### config.mk
export PLATFORM = sky130hd
export DESIGN_NAME = fetch_queue_flat
export DESIGN_NICKNAME = d
export VERILOG_FILES = /design/src/rtl/fetch_queue_if.sv /design/src/rtl/fetch_queue.sv /design/src/flat_wrapper.sv
export SDC_FILE = /design/constraint.sdc
export NUM_CORES = 1
export LEC_CHECK = 0
export ABC_AREA = 1
export BUFFER_PORTS_ARGS = -buffer_cell sky130_fd_sc_hd__buf_2
export CORE_MARGIN = 3
export CORE_UTILIZATION = 45
export DETAILED_ROUTE_END_ITERATION = 16
export PLACE_DENSITY = 0.65
export SYNTH_ARGS = -nofsm -noshare
export SYNTH_HDL_FRONTEND = slang
export SYNTH_SLANG_ARGS = --single-unit
### constraint.sdc
create_clock -name clk -period 10.6 [get_ports clk]
set_input_delay 1.06 -clock clk [delete_from_list [all_inputs] [get_ports clk]]
set_output_delay 1.06 -clock clk [all_outputs]
set_load 0.02 [all_outputs]
### src/rtl/fetch_queue_if.sv
// Fetch-queue bus bundle: instruction-memory port, branch redirect and IF/ID head handshake.
// master = the queue itself, slave = the environment (imem + decode).
interface fetch_queue_if #(
  parameter int unsigned DEPTH = 4
);
  localparam int unsigned CNT_W = $clog2(DEPTH) + 1;

  logic [63:0]      imem_addr;
  logic [31:0]      imem_instr;
  logic             redirect;
  logic [63:0]      redirect_addr;
  logic             out_valid;
  logic             out_ready;
  logic [31:0]      out_instr;
  logic [63:0]      out_pc;
  logic [CNT_W-1:0] count;
  logic             full;
  logic             empty;

  modport master (
    output imem_addr,
    input  imem_instr,
    input  redirect,
    input  redirect_addr,
    output out_valid,
    input  out_ready,
    output out_instr,
    output out_pc,
    output count,
    output full,
    output empty
  );

  modport slave (
    input  imem_addr,
    output imem_instr,
    output redirect,
    output redirect_addr,
    input  out_valid,
    output out_ready,
    input  out_instr,
    input  out_pc,
    input  count,
    input  full,
    input  empty
  );
endinterface

### src/rtl/fetch_queue.sv
// Instruction prefetch buffer: owns the fetch PC, queues {instr, pc} pairs in a
// DEPTH-entry FIFO and hands the head to IF/ID; a redirect flushes and refetches.
module fetch_queue #(
  parameter int unsigned DEPTH    = 4,
  parameter logic [63:0] RESET_PC = 64'h0
) (
  input  logic          clk,
  input  logic          rst,
  fetch_queue_if.master bus
);
  localparam int unsigned PTR_W = $clog2(DEPTH);
  localparam int unsigned CNT_W = PTR_W + 1;

  logic [63:0]      fetch_pc_q, fetch_pc_d;
  logic [PTR_W-1:0] rd_ptr_q, rd_ptr_d;
  logic [PTR_W-1:0] wr_ptr_q, wr_ptr_d;
  logic [CNT_W-1:0] count_q, count_d;
  logic [31:0]      instr_mem_q [DEPTH];
  logic [63:0]      pc_mem_q    [DEPTH];

  logic             head_valid;
  logic             deq;
  logic             enq;
  logic [63:0]      redirect_pc;

  assign head_valid  = (count_q != '0);
  assign deq         = head_valid & bus.out_ready;
  // A full queue can still take a word when the head leaves in the same cycle.
  assign enq         = !bus.redirect & ((count_q < CNT_W'(DEPTH)) | deq);
  assign redirect_pc = bus.redirect_addr & ~64'h3;

  always_comb begin
    fetch_pc_d = fetch_pc_q;
    rd_ptr_d   = rd_ptr_q;
    wr_ptr_d   = wr_ptr_q;
    count_d    = count_q;
    if (bus.redirect) begin
      fetch_pc_d = redirect_pc;
      rd_ptr_d   = '0;
      wr_ptr_d   = '0;
      count_d    = '0;
    end else begin
      if (enq) begin
        wr_ptr_d   = wr_ptr_q + PTR_W'(1);
        fetch_pc_d = fetch_pc_q + 64'd4;
      end
      if (deq) begin
        rd_ptr_d = rd_ptr_q + PTR_W'(1);
      end
      count_d = count_q + CNT_W'(enq) - CNT_W'(deq);
    end
  end

  always_ff @(posedge clk or posedge rst) begin
    if (rst) begin
      fetch_pc_q <= RESET_PC;
      rd_ptr_q   <= '0;
      wr_ptr_q   <= '0;
      count_q    <= '0;
    end else begin
      fetch_pc_q <= fetch_pc_d;
      rd_ptr_q   <= rd_ptr_d;
      wr_ptr_q   <= wr_ptr_d;
      count_q    <= count_d;
    end
  end

  // Storage has no reset; stale entries are masked by count.
  always_ff @(posedge clk) begin
    if (enq) begin
      instr_mem_q[wr_ptr_q] <= bus.imem_instr;
      pc_mem_q[wr_ptr_q]    <= fetch_pc_q;
    end
  end

  assign bus.imem_addr = fetch_pc_q;
  assign bus.out_valid = head_valid;
  assign bus.out_instr = instr_mem_q[rd_ptr_q];
  assign bus.out_pc    = pc_mem_q[rd_ptr_q];
  assign bus.count     = count_q;
  assign bus.full      = (count_q == CNT_W'(DEPTH));
  assign bus.empty     = !head_valid;
endmodule

### src/flat_wrapper.sv
// flat-port wrapper written by rule: the top's interface ports become plain ports
module fetch_queue_flat 
#(
  parameter int unsigned DEPTH    = 4,
  parameter logic [63:0] RESET_PC = 64'h0
)
  (clk, rst, bus_imem_addr, bus_imem_instr, bus_redirect, bus_redirect_addr, bus_out_valid, bus_out_ready, bus_out_instr, bus_out_pc, bus_count, bus_full, bus_empty);
  fetch_queue_if #(.DEPTH(DEPTH)) bus_i ();
  input  logic clk;
  input  logic rst;
  output wire logic [$bits(bus_i.imem_addr)-1:0] bus_imem_addr;
  input wire logic [$bits(bus_i.imem_instr)-1:0] bus_imem_instr;
  input wire logic [$bits(bus_i.redirect)-1:0] bus_redirect;
  input wire logic [$bits(bus_i.redirect_addr)-1:0] bus_redirect_addr;
  output wire logic [$bits(bus_i.out_valid)-1:0] bus_out_valid;
  input wire logic [$bits(bus_i.out_ready)-1:0] bus_out_ready;
  output wire logic [$bits(bus_i.out_instr)-1:0] bus_out_instr;
  output wire logic [$bits(bus_i.out_pc)-1:0] bus_out_pc;
  output wire logic [$bits(bus_i.count)-1:0] bus_count;
  output wire logic [$bits(bus_i.full)-1:0] bus_full;
  output wire logic [$bits(bus_i.empty)-1:0] bus_empty;
  assign bus_imem_addr = bus_i.imem_addr;
  assign bus_i.imem_instr = bus_imem_instr;
  assign bus_i.redirect = bus_redirect;
  assign bus_i.redirect_addr = bus_redirect_addr;
  assign bus_out_valid = bus_i.out_valid;
  assign bus_i.out_ready = bus_out_ready;
  assign bus_out_instr = bus_i.out_instr;
  assign bus_out_pc = bus_i.out_pc;
  assign bus_count = bus_i.count;
  assign bus_full = bus_i.full;
  assign bus_empty = bus_i.empty;
  fetch_queue #(.DEPTH(DEPTH), .RESET_PC(RESET_PC)) u_core (.clk(clk), .rst(rst), .bus(bus_i));
endmodule
# Word-level counts from Yosys, hierarchy flattened
# Memory sizes are Yosys's and may differ from the RTL's.
# Index checks and enable logic that the tools add are counted.
[op_classes]
add_sub_neg = 5
magnitude_cmp = 1
n_eq_ne = 1
n_mux = 9
bitwise = 3
n_reduce_logical = 5
[ops]
columns = ["operator", "n"]
rows = [
  ["$mux W64", 2],
  ["$add A64 B3 Y64 const B", 1],
  ["$mux W2", 4],
  ["$add A2 B1 Y2 const B", 2],
  ["$reduce_bool A2 Y1", 2],
  ["$add A3 B1 Y3", 1],
  ["$eq A3 B3 Y1 const B", 1],
  ["$lt A3 B3 Y1 const B", 1],
  ["$mux W3", 1],
  ["$reduce_bool A3 Y1", 1],
  ["$sub A3 B1 Y3", 1],
  ["$and A1 B1 Y1", 2],
  ["$logic_not A1 Y1", 2],
  ["$mux W1", 2],
  ["$or A1 B1 Y1", 1],
]
[totals]
regBits = 71
mem_bits_rw = 384
output_inout_bits = 166
wordCells = 30
memories = 2
[mem_list]
columns = ["memory", "depth", "word_bits", "read_ports", "rd_ports_with_merged_regs", "wr", "line_no", "rtl"]
rows = [
  ["u_core.pc_mem_q", 4, 64, 1, 0, 1, "fetch_queue.sv:19", "logic [63:0] pc_mem_q [DEPTH];"],
  ["u_core.instr_mem_q", 4, 32, 1, 0, 1, "fetch_queue.sv:18", "logic [31:0] instr_mem_q [DEPTH];"],
]

# Logic depth before layout (Yosys ltp)
# Gate-level depths: netlist of the first run.
[logic_depth]
depth_word = 7
ltp_mapped = 11
mapped_depth_nobuf = 11

# Least setup slack after synthesis of the first run
# Ideal clock, no wire load.
[synth_path]
path_kind = "input to register"
startpoint = "input port bus_out_ready"
endpoint = "memory u_core.instr_mem_q[0][0] (enable)"
setup_ns = 0.548
arrival_ns = 5.521
path_slack_ns = 4.531
stages = 5
path_buffers = 1
cell_sequence = "inv_1 nand2_1 nand2_1 clkbuf_1 nor2_1"
[synth_between]
elab_chain_len = 5
[synth_rtl]
columns = ["element", "line_no", "rtl"]
rows = [
  ["start: declaration", "flat_wrapper.sv:16", "input wire logic [$bits(bus_i.out_ready)-1:0] bus_out_ready;"],
  ["$and A1 B1 Y1", "fetch_queue.sv:27", "assign deq = head_valid & bus.out_ready;"],
  ["$or A1 B1 Y1", "fetch_queue.sv:29", "assign enq = !bus.redirect & ((count_q < CNT_W'(DEPTH)) | deq);"],
  ["$and A1 B1 Y1", "fetch_queue.sv:29", ""],
  ["$mux W1", "fetch_queue.sv:70", "if (enq) begin"],
  ["$mux W1 (implied by the code)", "fetch_queue.sv:71", "instr_mem_q[wr_ptr_q] <= bus.imem_instr;"],
  ["end: declaration", "fetch_queue.sv:18", ""],
]
# No other way between the ends.

# Worst setup path after layout of the first run
[layout_path]
startpoint = "register u_core.rd_ptr_q[0]"
endpoint = "output port bus_out_pc[48]"
[layout_between]
elab_chain_len = 1
[layout_rtl]
columns = ["element", "line_no", "rtl"]
rows = [
  ["start: declaration", "fetch_queue.sv:15", "logic [PTR_W-1:0] rd_ptr_q, rd_ptr_d;"],
  ["start signal: assignment", "fetch_queue.sv:62", "rd_ptr_q <= rd_ptr_d;"],
  ["$mem_v2 Z4 W64", "--", ""],
  ["end: declaration", "flat_wrapper.sv:18", "output wire logic [$bits(bus_i.out_pc)-1:0] bus_out_pc;"],
]
# No other way between the ends.

==> results of run 1 <==
sequential cells by signal (all words and copies together), names as in the netlist:
signal	count
u_core.bus.imem_addr	62
u_core.wr_ptr_q	2
u_core.rd_ptr_q	2
u_core.instr_mem_q	128
u_core.bus.count	3
u_core.pc_mem_q	248
metrics by stage:
step	hold slack (ns)	power, mW	setup WS, ns	instance area (um^2)
floorplan	0.515	3.27	4.53	18900
global route	0.646	5.67	5.89	22300
finish	0.567	5.40	6.11	22300
CTS	0.558	5.46	6.06	22300
global placement	0.547	3.78	6.25	20700
detailed placement	0.546	3.81	6.19	20700
cells in the mapped netlist (all sizes together):
| cell | n |
|---|---|
| a21oi | 8 |
| and2 | 1 |
| conb | 1 |
| or3 | 1 |
| nor4 | 1 |
| and3 | 1 |
| dfrtp | 69 |
| nand2 | 284 |
| o22ai | 94 |
| inv | 69 |
| nand3b | 3 |
| o211ai | 3 |
| nor2 | 333 |
| xor2 | 14 |
| o21bai | 3 |
| xnor2 | 11 |
| clkinv | 1 |
| or2 | 3 |
| buf | 29 |
| a21boi | 1 |
| a22oi | 32 |
| fa | 1 |
| o311ai | 1 |
| clkbuf | 57 |
| a31oi | 2 |
| ha | 7 |
| edfxtp | 376 |
| o21a | 1 |
| nor3 | 7 |
| nand4 | 10 |
| nand3 | 54 |
| o21ai | 220 |
worst register-to-register path: stages, from the launching register on:
cell and delay [ns]:
dfrtp_1 0.42, nand2_1 0.44, nand2_1 0.27, buf_4 0.30, nor2_4 0.82, buf_4 0.91
layout make-up:
type / instances / area (um^2)
fillers: 3593 / 18900
flip-flops and latches: 445 / 13000
multi-input cells: 1100 / 5310
repair buffers: 277 / 1430
clock buffers: 65 / 1350
well taps: 532 / 666
inverters: 70 / 268
clock inverters: 22 / 221
diodes: 2 / 5.00
cells by family (layout without fill, tap and decap cells):
group | count (synthesis) | after routing | synth area share
DFF | 445 | 445 | 0.689
other | 1 | 6 | 0.000198
buffers and inverters | 156 | 434 | 0.0332
adders and majority gates | 8 | 8 | 0.00569
AOI/OAI and AO/OA | 365 | 365 | 0.108
and+or+nand+nor | 698 | 698 | 0.152
xor gates and xnor gates | 25 | 25 | 0.0116
per-layer routing:
layer / routed length, um / track usage
met5: 0 / 0
met4: 1150 / 0.0614
met3: 3370 / 0.0426
met2: 25400 / 0.387
met1: 22100 / 0.318
worst max path at each step:
stage / from / end / slack, ns / cells after the start
3_3_place_gp: bus_out_ready / u_core.pc_mem_q[3][49]$_DFFE_PP_ / 6.25 / 7
5_1_grt: u_core.rd_ptr_q[0]$_DFFE_PP0P_ / bus_out_pc[50] / 5.89 / 5
2_1_floorplan: bus_out_ready / u_core.instr_mem_q[0][0]$_DFFE_PP_ / 4.53 / 5
4_1_cts: u_core.rd_ptr_q[0]$_DFFE_PP0P_ / bus_out_pc[50] / 6.06 / 5
3_5_place_dp: bus_out_ready / u_core.instr_mem_q[3][7]$_DFFE_PP_ / 6.19 / 7
6_report: u_core.rd_ptr_q[0]$_DFFE_PP0P_ / bus_out_pc[48] / 6.11 / 5
power by group through the flow:
| stage | logic (mW) | clock network, mW | registers, mW |
|---|---|---|---|
| 5_1_grt | 1.46 | 1.75 | 2.46 |
| 4_1_cts | 1.35 | 1.68 | 2.43 |
| 3_3_place_gp | 1.33 | 0 | 2.45 |
| 6_report | 1.34 | 1.64 | 2.43 |
| 3_5_place_dp | 1.35 | 0 | 2.46 |
| 2_1_floorplan | 0.819 | 0 | 2.45 |
==> impl_metrics.ini, run 1 <==
[status]
outcome = completed

[setup_path]
r2r-end = u_core.pc_mem_q[3][44]$_DFFE_PP_
required_ns = 9.54
crit_arrival_ns = 3.43
crit_family = buffers and inverters
end_kind = output pin
rr_startpoint = u_core.bus.count[2]$_DFF_PP0_
critical_path.max_stage_delay_ns = 0.80
cp_max_fo = 108
crit_chain = inv_6, buf_4, o21ai_0, o22ai_1, buf_2
start_kind = flop
r2r_cells = 5
rrSetupSlack_ns = 6.91
critPathKind = reg -> out
worstPathBufferInverterCount = 3
cp_slowest_cell = buf_4

[floorplan]
core_area_um2 = 41200
dieArea_um2 = 44500
start_util = 0.459
io_pins = 266
rows = 74
dieWidth_um = 211
die_y_um = 211

[timing]
clock.fmax_mhz = 223
tightest_slew_ns = 1.08
setup_viol_count_final = 0
maxSlewHeadroom = 0.277
rsz0062_at_grt = no
slew_violations = 0
finalHoldViolCount = 0
min_period_ns = 4.49
clock_skew_ns = 0.0217
setup-tns-final_ns = 0
min_period_over_period = 0.424

[power_and_ir_drop]
p_int_mw = 3.58
vdd_ir_drop_max_mv = 0.162
pwr-share-seq = 0.449
p_sw_mw = 1.83
p_clk_frac = 0.304
leakage_nw = 8.40
powerDensity_nw_per_um2 = 243
pwr-share-comb = 0.247
swShare = 0.338

[synthesis]
yosysWarnings = 0
syn_inst = 1698
seq_area_frac_synth = 0.689
ys_ff_latch = 445
avgSynthCellArea_um2 = 11.1
synth_top_area_frac = 0.597
yosysTopAreaCell = edfxtp_1
ys_types = 39
synth_area_leaders = edfxtp_1, dfrtp_1, nor2_1, o21ai_0, nand2_1
synth_area_um2 = 18900

[detailed_routing]
drcViolationCount = 0
dr.pass1.iters = 5
vias = 13732
routedWlPerCell_um = 20.7
drtIter0Drc = 1195
drtAntennaViolNets = 0
postRouteWirelength_mm = 52.0
vias_per_cell = 5.46

[grt]
grt.overflow.total = 0
grt_first_pass_wirelength_mm = 78.6
gr-usage-all-layers = 0.232
first_global_vias = 13232
grt_start_max_net_pins = 109
antenna_found_initial = 4

[layout]
finalNonFillerCells = 2513
drive_above_1_share = 0.196
area_growth_syn_to_layout_pct = 17.8
final_cell_mix = edfxtp_1, nor2_1, nand2_1
utilization = 0.541
layout_commonest_cell = edfxtp_1
final_nets = 2049

[clocking]
cts-resized-gates = 0
cts_sinks = 445
cts-root-buf = clkbuf_16
h-tree-depth = 2
cts_tree = built
cts_made_buffers = 47
cts.reportedPaths.clkPinSlew_ns = 0.06
worst_skew_pair.late_latency_ns = 0.57
cts_max_path_buffers = 3
holdBufCountCts = 0
cts_setup_buffers = 0

[hold_path]
worstHoldStart = u_core.wr_ptr_q[0]$_DFFE_PP0N_
hold_class = reg -> reg
min_path_cells = 1
hold_end = u_core.wr_ptr_q[0]$_DFFE_PP0N_

[placed_design]
io_buffer_count = 259
dp_cells = 2424
gp_congestion = 0.910
dpl.hpwl_mm = 32.9

[run]
timing.max_cap.violations = 0
Power figures use the tool's default switching activity.
==> run 2, diff against run 1 <==
--- a/config.mk
+++ b/config.mk
@@ -5,7 +5,7 @@
 export SDC_FILE = /design/constraint.sdc
 export NUM_CORES = 1
 export LEC_CHECK = 0
-export ABC_AREA = 1
+export ABC_AREA = 0
 export BUFFER_PORTS_ARGS = -buffer_cell sky130_fd_sc_hd__buf_2
 export CORE_MARGIN = 3
 export CORE_UTILIZATION = 45
==> constraint.sdc (replaced) <==
create_clock -name clk -period 4.6 [get_ports clk]
set_input_delay 0.46 -clock clk [delete_from_list [all_inputs] [get_ports clk]]
set_output_delay 0.46 -clock clk [all_outputs]
set_load 0.02 [all_outputs]
==> impl_metrics.ini, run 2 <==
[layout]
max_flop_register = u_core.pc_mem_q
final_nets = 1381
finalNonFillerCells = 1834
area_growth_syn_to_layout_pct = 20.3
drive_above_1_share = 0.354
layout_commonest_cell = edfxtp_1
final_cell_mix = edfxtp_1, buf_2, mux4_2
design_area_um2 = 21400
largest_reg_flops = 248

[timing]
slew_violations = 0
min_period_over_period = 0.614
maxSlewHeadroom = 0.461
setup_viol_count_final = 0
tightest_slew_ns = 0.801
clock_skew_ns = 0.0216
clock.fmax_mhz = 354
rsz0062_at_grt = no
min_period_ns = 2.83
setup-tns-final_ns = 0
finalHoldViolCount = 0

[hold_path]
hold_class = in -> reg
worstHoldStart = bus_redirect_addr[24]
hold_end = u_core.bus.imem_addr[24]$_DFFE_PP0N_
min_path_cells = 3

[floorplan]
dieArea_um2 = 42000
die_y_um = 205
start_util = 0.458
dieWidth_um = 205
core_area_um2 = 38900
io_pins = 266
rows = 72

[detailed_routing]
drcViolationCount = 0
dr.pass1.iters = 5
postRouteWirelength_mm = 42.7
drtIter0Drc = 754
drtAntennaViolNets = 0
vias = 10212
vias_per_cell = 5.57
routedWlPerCell_um = 23.3

[setup_path]
critPathKind = reg -> out
r2r_cells = 6
required_ns = 4.14
rrSetupSlack_ns = 1.80
start_kind = flop
rr_startpoint = u_core.bus.imem_addr[17]$_DFFE_PP0N_
crit_arrival_ns = 2.37
r2r-end = u_core.bus.imem_addr[49]$_DFFE_PP0N_
end_kind = output pin
cp_max_fo = 71

[power_and_ir_drop]
p_int_mw = 8.34
p_sw_mw = 3.44
p_clk_frac = 0.332
pwr-share-comb = 0.226
vdd_ir_drop_max_mv = 0.362
pwr-share-seq = 0.442
swShare = 0.292
powerDensity_nw_per_um2 = 549
leakage_nw = 7.49
totalPowerFinal_mw = 11.8

[synthesis]
yosysMostFrequentCell = edfxtp_1
synth_top_area_frac = 0.634
synthFlopType = edfxtp_1
synth_common_cells = edfxtp_1, mux4_2, dfrtp_1, nand2_1, o21ai_0
synth-async-reset-ratio = 0.155
yosysWarnings = 0
yosysTopAreaCell = edfxtp_1
ys_types = 55
synth_edf_count = 376
seq_area_frac_synth = 0.731
synth_area_um2 = 17800
ys_ff_latch = 445
synth_area_leaders = edfxtp_1, mux4_2, dfrtp_1, xor2_1, nand2_1
avgSynthCellArea_um2 = 17.9
syn_inst = 997

[grt]
grt.overflow.total = 0
grt_start_max_net_pins = 84
grt_use_met3 = 0.0661
first_global_vias = 10500
grt_first_pass_wirelength_mm = 65.1
grt.busiest_layer = met2
globalRouteMet2Util = 0.315
grt_use_met1 = 0.291
antenna_found_initial = 14
gr-usage-all-layers = 0.206

[clocking]
worst_skew_pair.late_latency_ns = 0.58
cts-root-buf = clkbuf_16
cts_max_path_buffers = 3
h-tree-depth = 2
cts_tree = built
cts_made_buffers = 46
cts_setup_buffers = 0
cts.reportedPaths.clkPinSlew_ns = 0.06
cts_sinks = 445

[placed_design]
placed_cell_area_um2 = 19800
gp_congestion = 0.814
io_buffer_count = 259
dpl.hpwl_mm = 26.8
dp_cells = 1742

[status]
outcome = completed

[run]
timing.max_cap.violations = 0
[run 2: cell types whose count changed after synthesis, sizes merged, moves of 15 or more]
cell / before / now
nor2: 333 / 35
nand2: 284 / 69
o21ai: 220 / 44
mux4: 0 / 94
o22ai: 94 / 0
inv: 69 / 13
a22oi: 32 / 1
nand4: 10 / 41
clkbuf: 57 / 28
nand3: 54 / 26
xor2: 14 / 30
a31oi: 2 / 17
nor4: 1 / 16
[run 2: how the worst max path moves through the flow]
stage,endpoint,from,cells past startpoint,slack [ns]
finish,bus_out_instr[29],u_core.rd_ptr_q[1]$_DFFE_PP0P_,3,1.77
global placement,u_core.instr_mem_q[2][9]$_DFFE_PP_,bus_redirect,4,1.69
global route,u_core.bus.imem_addr[49]$_DFFE_PP0N_,u_core.bus.imem_addr[17]$_DFFE_PP0N_,6,1.63
floorplan,u_core.instr_mem_q[0][0]$_DFFE_PP_,bus_redirect,4,0.85
detailed placement,u_core.pc_mem_q[1][8]$_DFFE_PP_,bus_redirect,4,1.71
CTS,bus_out_instr[4],u_core.rd_ptr_q[0]$_DFFE_PP0P_,3,1.73
[run 2: through the flow]
step | setup WS, ns | util | hold slack, ns
after floorplan | 0.849 | - | 0.538
after global placement | 1.69 | 0.508 | 0.560
after detailed placement | 1.71 | 0.508 | 0.565
after CTS | 1.73 | 0.550 | 0.0617
after global routing | 1.63 | 0.550 | 0.0705
final | 1.77 | 0.551 | 0.0950
[run 2: layout make-up]
class | instances | area [um^2]
clock inverter | 36 | 450
inverter | 13 | 50.0
timing repair buffer | 274 | 1490
fill | 3153 | 17500
sequential | 445 | 13000
clock buffer | 50 | 1170
antenna | 5 | 12.5
tap | 518 | 648
multi-input combinational | 493 | 4590
[run 2: per-layer routing]
metal | part of all wire | wire (um)
met1 | 0.42 | 18000
met2 | 0.46 | 19800
met3 | 0.095 | 4040
met4 | 0.018 | 779
met5 | 0.0031 | 132
[run 2: kinds of logic after synthesis]
kind of cell / after synthesis / share of synthesized area
other: 1 / 0.000211
AND/OR/NAND/NOR: 259 / 0.0790
multiplexers: 99 / 0.122
flip-flops: 445 / 0.731
AO/OA/AOI/OAI: 83 / 0.0284
buffers and inverters: 62 / 0.0140
adder cells (fa/ha/maj): 8 / 0.00604
XOR/XNOR: 40 / 0.0197
[run 2: power groups by stage]
stage | Sequential, mW | Combinational (mW) | Clock (mW)
detailed placement | 5.29 | 2.71 | 0
finish | 5.20 | 2.66 | 3.92
floorplan | 5.28 | 1.75 | 0
global route | 5.26 | 2.85 | 4.16
CTS | 5.21 | 2.72 | 3.99
global placement | 5.25 | 2.70 | 0
[run 2: repair_timing]
item | CTS | global route
endpoints found under the hold margin | 32 | 0
gates resized for setup | 0 | 0
hold buffers | 1 | 0
[run 2: worst max-delay path, cell delays in order (launching register included)]
cell	delay (ns)
dfrtp_4	0.71
buf_12	0.42
mux4_2	0.41
buf_2	0.18
